File: src/rtl/reg_dump_reader.sv
// Walks a combinational register-file read port and streams {address, data}
// words over a valid/ready handshake; full dump of NUMB registers or single read.
module reg_dump_reader #(
    parameter int ADDR = 4,
    parameter int SIZE = 32,
    parameter int NUMB = 1 << ADDR
) (
    input  logic            Clk,
    input  logic            Rst,
    input  logic            Start,
    input  logic            Single,
    input  logic [ADDR-1:0] Single_Addr,
    output logic [ADDR-1:0] Rd_Addr,
    input  logic [SIZE-1:0] Rd_Data,
    output logic            Out_Valid,
    input  logic            Out_Ready,
    output logic [ADDR-1:0] Out_Addr,
    output logic [SIZE-1:0] Out_Data,
    output logic            Busy,
    output logic            Done
);

    localparam logic [1:0] S_IDLE    = 2'd0;
    localparam logic [1:0] S_FETCH   = 2'd1;
    localparam logic [1:0] S_PRESENT = 2'd2;
    localparam logic [1:0] S_FIN     = 2'd3;

    logic [1:0]      r_state;
    logic [ADDR-1:0] r_rd_addr;
    logic [ADDR-1:0] r_last;
    logic [ADDR-1:0] r_out_addr;
    logic [SIZE-1:0] r_out_data;
    logic            r_out_valid;
    logic            r_single;

    logic            w_accept;
    logic            w_last_word;

    assign w_accept    = r_out_valid && Out_Ready;
    // Single mode always ends after its one word; full dump ends at the last address.
    assign w_last_word = r_single || (r_out_addr == r_last);

    always_ff @(posedge Clk or negedge Rst) begin
        if (!Rst) begin
            r_state     <= S_IDLE;
            r_rd_addr   <= '0;
            r_last      <= '0;
            r_out_addr  <= '0;
            r_out_data  <= '0;
            r_out_valid <= 1'b0;
            r_single    <= 1'b0;
        end else begin
            case (r_state)
                S_IDLE: begin
                    if (Start) begin
                        r_single <= Single;
                        if (Single) begin
                            r_rd_addr <= Single_Addr;
                            r_last    <= Single_Addr;
                        end else begin
                            r_rd_addr <= '0;
                            r_last    <= ADDR'(NUMB - 1);
                        end
                        r_state <= S_FETCH;
                    end
                end
                S_FETCH: begin
                    // Capture here so later register-file writes cannot alter the held word.
                    r_out_data  <= Rd_Data;
                    r_out_addr  <= r_rd_addr;
                    r_out_valid <= 1'b1;
                    r_state     <= S_PRESENT;
                end
                S_PRESENT: begin
                    if (w_accept) begin
                        r_out_valid <= 1'b0;
                        if (w_last_word) begin
                            r_state <= S_FIN;
                        end else begin
                            r_rd_addr <= r_rd_addr + ADDR'(1);
                            r_state   <= S_FETCH;
                        end
                    end
                end
                default: begin
                    r_state <= S_IDLE;
                end
            endcase
        end
    end

    assign Rd_Addr   = r_rd_addr;
    assign Out_Addr  = r_out_addr;
    assign Out_Data  = r_out_data;
    assign Out_Valid = r_out_valid;
    assign Busy      = (r_state != S_IDLE);
    assign Done      = (r_state == S_FIN);

endmodule
File: config.mk
export PLATFORM = sky130hd
export DESIGN_NAME = reg_dump_reader
export DESIGN_NICKNAME = d
export VERILOG_FILES = /design/src/rtl/reg_dump_reader.sv
export SDC_FILE = /design/constraint.sdc
export NUM_CORES = 1
export LEC_CHECK = 0
export ABC_AREA = 1
export CELL_PAD_IN_SITES_DETAIL_PLACEMENT = 0
export CELL_PAD_IN_SITES_GLOBAL_PLACEMENT = 1
export CORE_ASPECT_RATIO = 0.5
export CORE_MARGIN = 2
export CORE_UTILIZATION = 47
export CTS_CLUSTER_SIZE = 16
export DETAILED_ROUTE_END_ITERATION = 12
export DONT_BUFFER_PORTS = 1
export PLACE_DENSITY_LB_ADDON = 0.1
export SLEW_MARGIN = 20
export SYNTH_ARGS = -nofsm -noshare
export SYNTH_HDL_FRONTEND = slang
export SYNTH_SLANG_ARGS = --single-unit
File: constraint.sdc
create_clock -name Clk -period 1.8 [get_ports Clk]
set_clock_uncertainty 0.15 [all_clocks]
set_input_delay 0.36 -clock Clk [delete_from_list [all_inputs] [get_ports Clk]]
set_output_delay 0.36 -clock Clk [all_outputs]
set_load 0.05 [all_outputs]
==> results of run 1 <==
path summary, 6_finish.rpt:
| kind | from | endpoint | slack (ps) |
|---|---|---|---|
| min reg2reg | Rd_Addr[3]$_DFFE_PN0P_ | Rd_Addr[3]$_DFFE_PN0P_ | 360 |
| min | Rd_Data[10] | Out_Data[10]$_DFFE_PN0P_ | 60 |
| max reg2reg | r_last[1]$_DFFE_PN0P_ | Rd_Addr[1]$_DFFE_PN0P_ | 380 |
| max | r_state[0]$_DFFE_PN0P_ | Busy | 140 |
| max in group asynchronous | Rst | Out_Addr[1]$_DFFE_PN0P_ | 880 |
| min in group asynchronous | Rst | Out_Data[21]$_DFFE_PN0P_ | 410 |
critical path, delay by kind of cell, from the launching register on:
family	cells	cell delay, ps
buf+inv	1	330
flops	1	440
simple gates	1	100
synthesized netlist by cell type (all sizes together):
library cell,count
a21oi,3
dfrtp,48
o22ai,3
ha,1
mux2,32
inv,20
nand2,37
o21ai,3
xnor2,1
nand3,8
a22oi,4
nor2,8
buf,4
per-stage QoR:
step	setup slack, ps	instance area (µm²)	instances
6_report	137	2410	245
5_1_grt	72.2	2410	245
4_1_cts	115	2410	245
3_5_place_dp	384	2250	236
3_3_place_gp	403	2250	236
2_1_floorplan	231	2110	172
per-layer routing:
metal / share of wire / vias up / wire, µm / track usage
li1: - / 597 / - / -
met1: 0.48 / 599 / 1830 / 0.228
met2: 0.43 / 59 / 1670 / 0.226
met3: 0.090 / 0 / 346 / 0.0657
met4: 0 / 0 / 0 / 0.0411
met5: 0 / - / 0 / 0
logic make-up (layout without fill, tap and decap cells):
group           after synthesis  count (layout)  share of synthesized area
xor+xnor                      1               1                    0.00416
fa+ha+maj                     1               1                    0.00593
buf+inv                      24              40                     0.0540
compound gates               13              13                     0.0374
simple gates                 53              53                      0.106
mux                          32              32                      0.223
flops                        48              48                      0.570
sequential cells by signal (all words and copies together), names as in the netlist:
| register | flops |
|---|---|
| r_last | 4 |
| Out_Valid | 1 |
| Out_Addr | 4 |
| r_single | 1 |
| r_state | 2 |
| Rd_Addr | 4 |
| Out_Data | 32 |
area by class of cell:
class                   count  area [µm²]
clock buffers               5        68.8
well taps                  57        71.3
flip-flops and latches     48        1200
repair buffers             13         145
fillers                   361        1950
inverters                  20        75.1
multi-input cells         100         793
clock inverters             2        60.1
repair_timing:
action	in CTS	in global routing
hold buffers	2	0
buffers inserted	0	0
hold endpoints to repair	48	0
==> flow_summary_export.csv, run 1 <==
group,metric,value,unit
sta,slew_viol_final,0,
job,drv_cap,0,
synthesis,yosys_warnings,0,
cts,cts_root_buf,"clkbuf_8",
die,num_rows,17,
sta,fin_crit_sh,0.924,
global_route,grt_pass1_vias,1251,
synthesis,synth_cells,172,
drt,wl_per_cell,15.7,µm
cts,cts_made_buffers,5,
sta,fin_hold_ws,57.4,ps
die,die_w,98.7,µm
die,coreArea,4360,µm²
critical_path,arrival,1150,ps
layout,drive_gt1_frac,0.298,
critical_path,cpPeakStageDelay,440,ps
sta,final-setup-viol-count,0,
critical_path,r2r_cells,10,
synthesis,synth_seq_cells,48,
layout,final_cell_mix,"dfrtp_1 (48), nand2_1 (34), mux2_4 (29)",
layout,final_common_cell,"dfrtp_1",
min_path,worst_hold_path_type,"in2reg",
layout,layout.nets,230,
status,status,"completed",
drt,wl,3.85,mm
cts,cts_resized,0,
sta,maxSlewHeadroom,0.664,
sta,setup_tns,0,ps
drt,vias,1255,
critical_path,cp_slowest_cell,"dfrtp_1",
sta,hold_viol_final,0,
synthesis,postSynthAreaPerCell,12.3,µm²
global_route,grt_pass1_wl,6.19,mm
synthesis,syn_area,2110,µm²
drt,drt-pass1-iter-count,4,
global_route,grt.overflow.total,0,
drt,viasPerCell,5.12,
sta,tightest_slew,505,ps
placed_design,gp_congestion,0.754,
sta,fmax,601,MHz
critical_path,required,1290,ps
global_route,grt_max_degree,49,
synthesis,ys_top_cells_by_area,"dfrtp_1 (57%), mux2_4 (21%), nand2_1 (6.1%)",
sta,rsz0062_at_grt,"false",
critical_path,startpoint_type,"flip-flop",
synthesis,seq_area_frac_synth,0.570,
synthesis,post-synth-top-area-cell,"dfrtp_1",
critical_path,worstPathMaxFanout,4,
die,die_h,51.4,µm
min_path,hold_depth,1,
critical_path,end_kind,"output port",
global_route,antenna_found_initial,0,
global_route,grt.total_usage,0.160,
die,die_area,5070,µm²
drt,first_iter_violations,53,
synthesis,yosysTopAreaCellShare,0.570,
critical_path,path_cells,"nor2_1, inv_1",
layout,area_growth,14.5,%
layout,diodes,0,
sta,period_needed,1660,ps
cts,cts_max_level,2,
layout,final_core_util,0.554,
critical_path,path_class,"reg2out",
cts,cts_tree,"yes",
die,ios,84,
die,start_util,0.484,
cts,worst_skew_pair.late_latency,290,ps
drt,drc,0,
drt,ant_nets,0,
cts,path_clk_slew,90,ps
synthesis,synth.net_count,214,
synthesis,synth.distinct_cells,18,
cts,cts_buffer_depth,2,
placed_design,port_buffers,0,
placed_design,dpl.hpwl,2.74,mm
cts,clock-sinks,48,
Power of run 1 is not shown: default switching activity piles up to over one toggle a cycle in this logic, so the estimate is an artifact.
==> run 2, diff against run 1 <==
Settings changed: CORE_MARGIN 2 to not set.
==> flow_summary_export.csv, run 2 (synthesized netlist as in run 1, its figures left out) <==
group,metric,value,unit
status,status,"completed",
cts,cts_resized,0,
critical_path,end_kind,"output port",
cts,worst_skew_pair.late_latency,300,ps
die,coreArea,4100,µm²
layout,layout.nets,230,
layout,area_growth,12.3,%
cts,cts_made_buffers,5,
global_route,grt_pass1_wl,6.45,mm
layout,fillerInstances,320,
sta,period_needed,1700,ps
placed_design,dpl.hpwl,2.77,mm
placed_design,gp_congestion,0.783,
drt,drt-pass1-iter-count,4,
die,die_area,4770,µm²
drt,first_iter_violations,43,
drt,ant_nets,0,
sta,fin_crit_sh,0.943,
sta,slew_viol_final,0,
critical_path,path_class,"reg2out",
global_route,antenna_found_initial,0,
drt,drc,0,
critical_path,path_cells,"nor2_1, inv_1",
critical_path,required,1290,ps
min_path,hold_end,"Out_Data[11]$_DFFE_PN0P_",
layout,largest_register_ffs,32,
sta,hold_viol_final,0,
placed_design,port_buffers,0,
global_route,grt_max_degree,49,
die,die_h,49.4,µm
placed_design,post_dp_cell_area,2230,µm²
die,start_util,0.514,
critical_path,startpoint_type,"flip-flop",
cts,cts_tree,"yes",
drt,wl_per_cell,16.4,µm
job,drv_cap,0,
cts,cts_max_level,2,
drt,vias,1254,
min_path,worst_hold_path_type,"in2reg",
layout,final_common_cell,"dfrtp_1",
sta,maxSlewHeadroom,0.619,
min_path,hp-start,"Rd_Data[11]",
critical_path,r2r_cells,3,
sta,rsz0062_at_grt,"false",
global_route,grt.total_usage,0.177,
sta,tightest_slew,571,ps
cts,clock-sinks,48,
die,num_rows,16,
critical_path,cpPeakStageDelay,450,ps
layout,design_area,2370,µm²
sta,final-setup-viol-count,0,
layout,final_cell_mix,"dfrtp_1 (48), nand2_1 (34), mux2_4 (29)",
critical_path,regToRegStartpoint,"r_state[0]$_DFFE_PN0P_",
cts,cts_buffer_depth,2,
critical_path,worstPathMaxFanout,4,
layout,diodes,0,
global_route,grt.overflow.total,0,
cts,path_clk_slew,90,ps
sta,fmax,589,MHz
die,ios,84,
min_path,hold_depth,1,
sta,setup_tns,0,ps
layout,drive_gt1_frac,0.302,
die,die_w,96.7,µm
critical_path,arrival,1190,ps
drt,viasPerCell,5.16,
critical_path,r2r_end,"Out_Data[14]$_DFFE_PN0P_",
drt,wl,3.99,mm
critical_path,cp_slowest_cell,"dfrtp_1",
cts,cts_root_buf,"clkbuf_8",
global_route,grt_pass1_vias,1276,
critical_path,reg2reg_slack,220,ps
## run 2: changes by cell type in the layout (fill, tap and decap cells not counted)
| cell | before | now |
|---|---|---|
| bufinv_16 | 2 | 0 |
| clkinvlp_4 | 0 | 2 |
| buf_12 | 2 | 1 |
| buf_4 | 9 | 10 |
| clkbuf_8 | 5 | 6 |
## run 2: cell type report
type | instances | area, µm² | share of cell area
repair buffers | 13 | 133 | 0.0560
clock buffers | 6 | 82.6 | 0.0349
clock inverters | 2 | 15.0 | 0.00634
flip-flops and latches | 48 | 1200 | 0.507
multi-input cells | 100 | 793 | 0.335
inverters | 20 | 75.1 | 0.0317
well taps | 54 | 67.6 | 0.0285
## run 2: through the flow
stage          hold slack (ps)  instances  utilization  worst slack (ps)
2_1_floorplan            -85.6        172            -               231
3_5_place_dp             -84.3        233        0.544               234
3_3_place_gp             -84.5        233        0.544               276
6_report                  52.1        243        0.577               103
4_1_cts                   40.0        243        0.577              89.9
5_1_grt                   33.1        243        0.577              19.6
## run 2: critical path: cells and delay by family (launching register included)
kind	cells	cell delay, ps
DFF	1	450
buffers and inverters	1	250
and+or+nand+nor	1	190
## run 2: timing repair
| item | 4_1_cts | 5_1_grt |
|---|---|---|
| hold endpoints to repair | 48 | 0 |
| hold buffers | 2 | 0 |
| setup buffers | 0 | 0 |
## run 2: worst max-delay path by stage
stage,startpoint,end,slack [ps],depth (start not counted)
2_1_floorplan,Out_Addr[1]$_DFFE_PN0P_,Rd_Addr[0]$_DFFE_PN0P_,230,10
3_3_place_gp,r_state[0]$_DFFE_PN0P_,Out_Data[12]$_DFFE_PN0P_,280,3
3_5_place_dp,r_state[0]$_DFFE_PN0P_,Out_Data[14]$_DFFE_PN0P_,230,3
4_1_cts,r_state[0]$_DFFE_PN0P_,Busy,90,2
5_1_grt,r_state[0]$_DFFE_PN0P_,Busy,20,2
6_report,r_state[0]$_DFFE_PN0P_,Busy,100,2
## run 2: layer usage
metal	vias to the layer above	track usage	wire length, µm	share of wire
met1	608	0.236	1860	0.47
met5	-	0	0	0
met3	5	0.0702	326	0.082
met2	50	0.276	1780	0.45
met4	0	0.0373	21	0.0053
li1	591	-	-	-
Power of run 2 is left out for the same reason.
==> run 3, diff against run 2 <==
Settings changed: ABC_AREA 1 to 0, CORE_UTILIZATION 47 to 48, CTS_CLUSTER_SIZE 16 to 24, SLEW_MARGIN 20 to 30.
==> flow_summary_export.csv, run 3 <==
group,metric,value,unit
layout,drive_gt1_frac,0.430,
critical_path,end_kind,"output port",
layout,layout.nets,206,
layout,final_cell_mix,"dfrtp_1 (45), mux2_2 (36), buf_4 (13)",
drt,wl,3.70,mm
synthesis,postSynthAreaPerCell,13.8,µm²
cts,post-cts-setup-buffers,0,
status,status,"completed",
synthesis,ys.flop_type,"dfrtp_1",
min_path,hold_end,"r_last[0]$_DFFE_PN0P_",
critical_path,r2r_end,"Rd_Addr[2]$_DFFE_PN0P_",
die,num_rows,16,
synthesis,synth.net_count,189,
layout,final_common_cell,"dfrtp_1",
sta,fin_crit_sh,0.967,
global_route,grt.total_usage,0.170,
global_route,grt.overflow.total,0,
cts,ctsHoldBuffers,3,
drt,ant_nets,0,
sta,rsz0062_at_grt,"false",
drt,drc,0,
cts,path_clk_slew,90,ps
critical_path,crit_buf_inv,1,
critical_path,worstPathMaxFanout,8,
min_path,hp-start,"Single",
cts,cts_buffer_depth,2,
critical_path,path_cells,"or2_1, buf_4",
synthesis,yosysTopAreaCellShare,0.593,
synthesis,synth_cells,147,
cts,cts_tree,"yes",
placed_design,port_buffers,0,
sta,final-setup-viol-count,0,
cts,cts_made_buffers,5,
synthesis,synth_edf_count,0,
critical_path,arrival,1230,ps
critical_path,path_class,"reg2out",
synthesis,synthTopCellsByCount,"dfrtp_1 (48), mux2_2 (36), nand2_1 (8)",
critical_path,r2r_cells,4,
critical_path,regToRegStartpoint,"r_last[0]$_DFFE_PN0P_",
sta,setup_tns,0,ps
synthesis,async_flop_share,1.00,
layout,area_growth,16.7,%
sta,tightest_slew,490,ps
placed_design,post-place-ws,134,ps
global_route,grt_max_degree,49,
critical_path,reg2reg_slack,120,ps
synthesis,seq_area_frac_synth,0.593,
synthesis,ys_top_cells_by_area,"dfrtp_1 (59%), mux2_2 (20%), a31oi_1 (1.9%)",
critical_path,required,1290,ps
layout,diodes,0,
drt,first_iter_violations,53,
sta,hold_viol_final,0,
sta,slew_viol_final,0,
cts,cts_max_level,2,
global_route,grt_pass1_vias,1146,
placed_design,dpl.hpwl,2.55,mm
global_route,antenna_found_initial,0,
synthesis,yosys_warnings,0,
sta,fmax,574,MHz
critical_path,cp_slowest_cell,"dfrtp_1",
die,die_w,93.9,µm
drt,vias,1180,
cts,cts_resized,0,
die,coreArea,3960,µm²
min_path,hold_depth,1,
global_route,grt_pass1_wl,5.44,mm
drt,drt-pass1-iter-count,4,
die,start_util,0.511,
drt,wl_per_cell,16.9,µm
die,ios,84,
critical_path,path_delay_family,"flip-flops",
drt,viasPerCell,5.39,
critical_path,cpPeakStageDelay,480,ps
synthesis,syn_area,2030,µm²
sta,setup_slack,59.3,ps
synthesis,synth_seq_cells,48,
die,die_area,4500,µm²
sta,fin_hold_ws,8.16,ps
layout,largest_register_ffs,32,
cts,cts_root_buf,"clkbuf_8",
cts,clock-sinks,48,
cts,worst_skew_pair.late_latency,300,ps
critical_path,startpoint_type,"flip-flop",
sta,period_needed,1740,ps
synthesis,synth_most_common_cell,"dfrtp_1",
synthesis,post-synth-top-area-cell,"dfrtp_1",
sta,maxSlewHeadroom,0.673,
synthesis,synth.distinct_cells,31,
job,drv_cap,0,
min_path,worst_hold_path_type,"in2reg",
placed_design,gp_congestion,0.691,
critical_path,cp.depth,2,
die,die_h,48.0,µm
run 3: cell types whose count changed after synthesis, moves of 3 or more:
cell	before	now
mux2_2	3	36
mux2_4	29	0
nand2_1	34	8
inv_1	19	7
nand3_1	8	1
a31oi_1	0	6
a22oi_1	4	0
buf_4	0	3
buf_6	3	0
nand2_2	3	0
o21ai_0	3	0
o22ai_1	3	0
run 3: how the worst max path moves through the flow:
stage	to	start	slack [ps]
after floorplan	Rd_Addr[2]$_DFFE_PN0P_	Out_Addr[3]$_DFFE_PN0P_	7
after global placement	Rd_Addr[2]$_DFFE_PN0P_	r_last[2]$_DFFE_PN0P_	180
after detailed placement	Rd_Addr[2]$_DFFE_PN0P_	r_last[0]$_DFFE_PN0P_	130
after CTS	Busy	r_state[1]$_DFFE_PN0P_	50
after global routing	Busy	r_state[1]$_DFFE_PN0P_	10
final	Busy	r_state[1]$_DFFE_PN0P_	60
run 3: cell families (layout without fill, tap and decap cells):
family / Yosys count / count (layout) / share of synthesized area
buffers and inverters: 14 / 32 / 0.0333
flip-flops: 48 / 48 / 0.593
AO/OA/AOI/OAI: 17 / 17 / 0.0685
adder cells (fa/ha/maj): 1 / 1 / 0.00617
multiplexers: 36 / 36 / 0.200
XOR/XNOR: 4 / 4 / 0.0247
AND/OR/NAND/NOR: 27 / 27 / 0.0747
run 3: area by class of cell:
| type | instances | area, µm² |
|---|---|---|
| multi-input cells | 85 | 781 |
| flip-flops and latches | 48 | 1200 |
| clock buffers | 6 | 82.6 |
| inverters | 7 | 26.3 |
| well taps | 54 | 67.6 |
| fillers | 343 | 1600 |
| clock inverters | 2 | 38.8 |
| repair buffers | 17 | 165 |
run 3: through the flow:
stage,std cells,utilization,area [µm²]
after floorplan,147,-,2050
final,219,0.597,2370
after detailed placement,208,0.554,2200
after global routing,219,0.597,2370
after CTS,219,0.597,2370
after global placement,208,0.554,2200
run 3: routing by layer:
| layer | share of wire | GRT usage |
|---|---|---|
| met5 | 0 | 0 |
| met3 | 0.096 | 0.0873 |
| met2 | 0.44 | 0.257 |
| met1 | 0.45 | 0.210 |
| met4 | 0.010 | 0.0738 |
Power of run 3 is left out for the same reason.
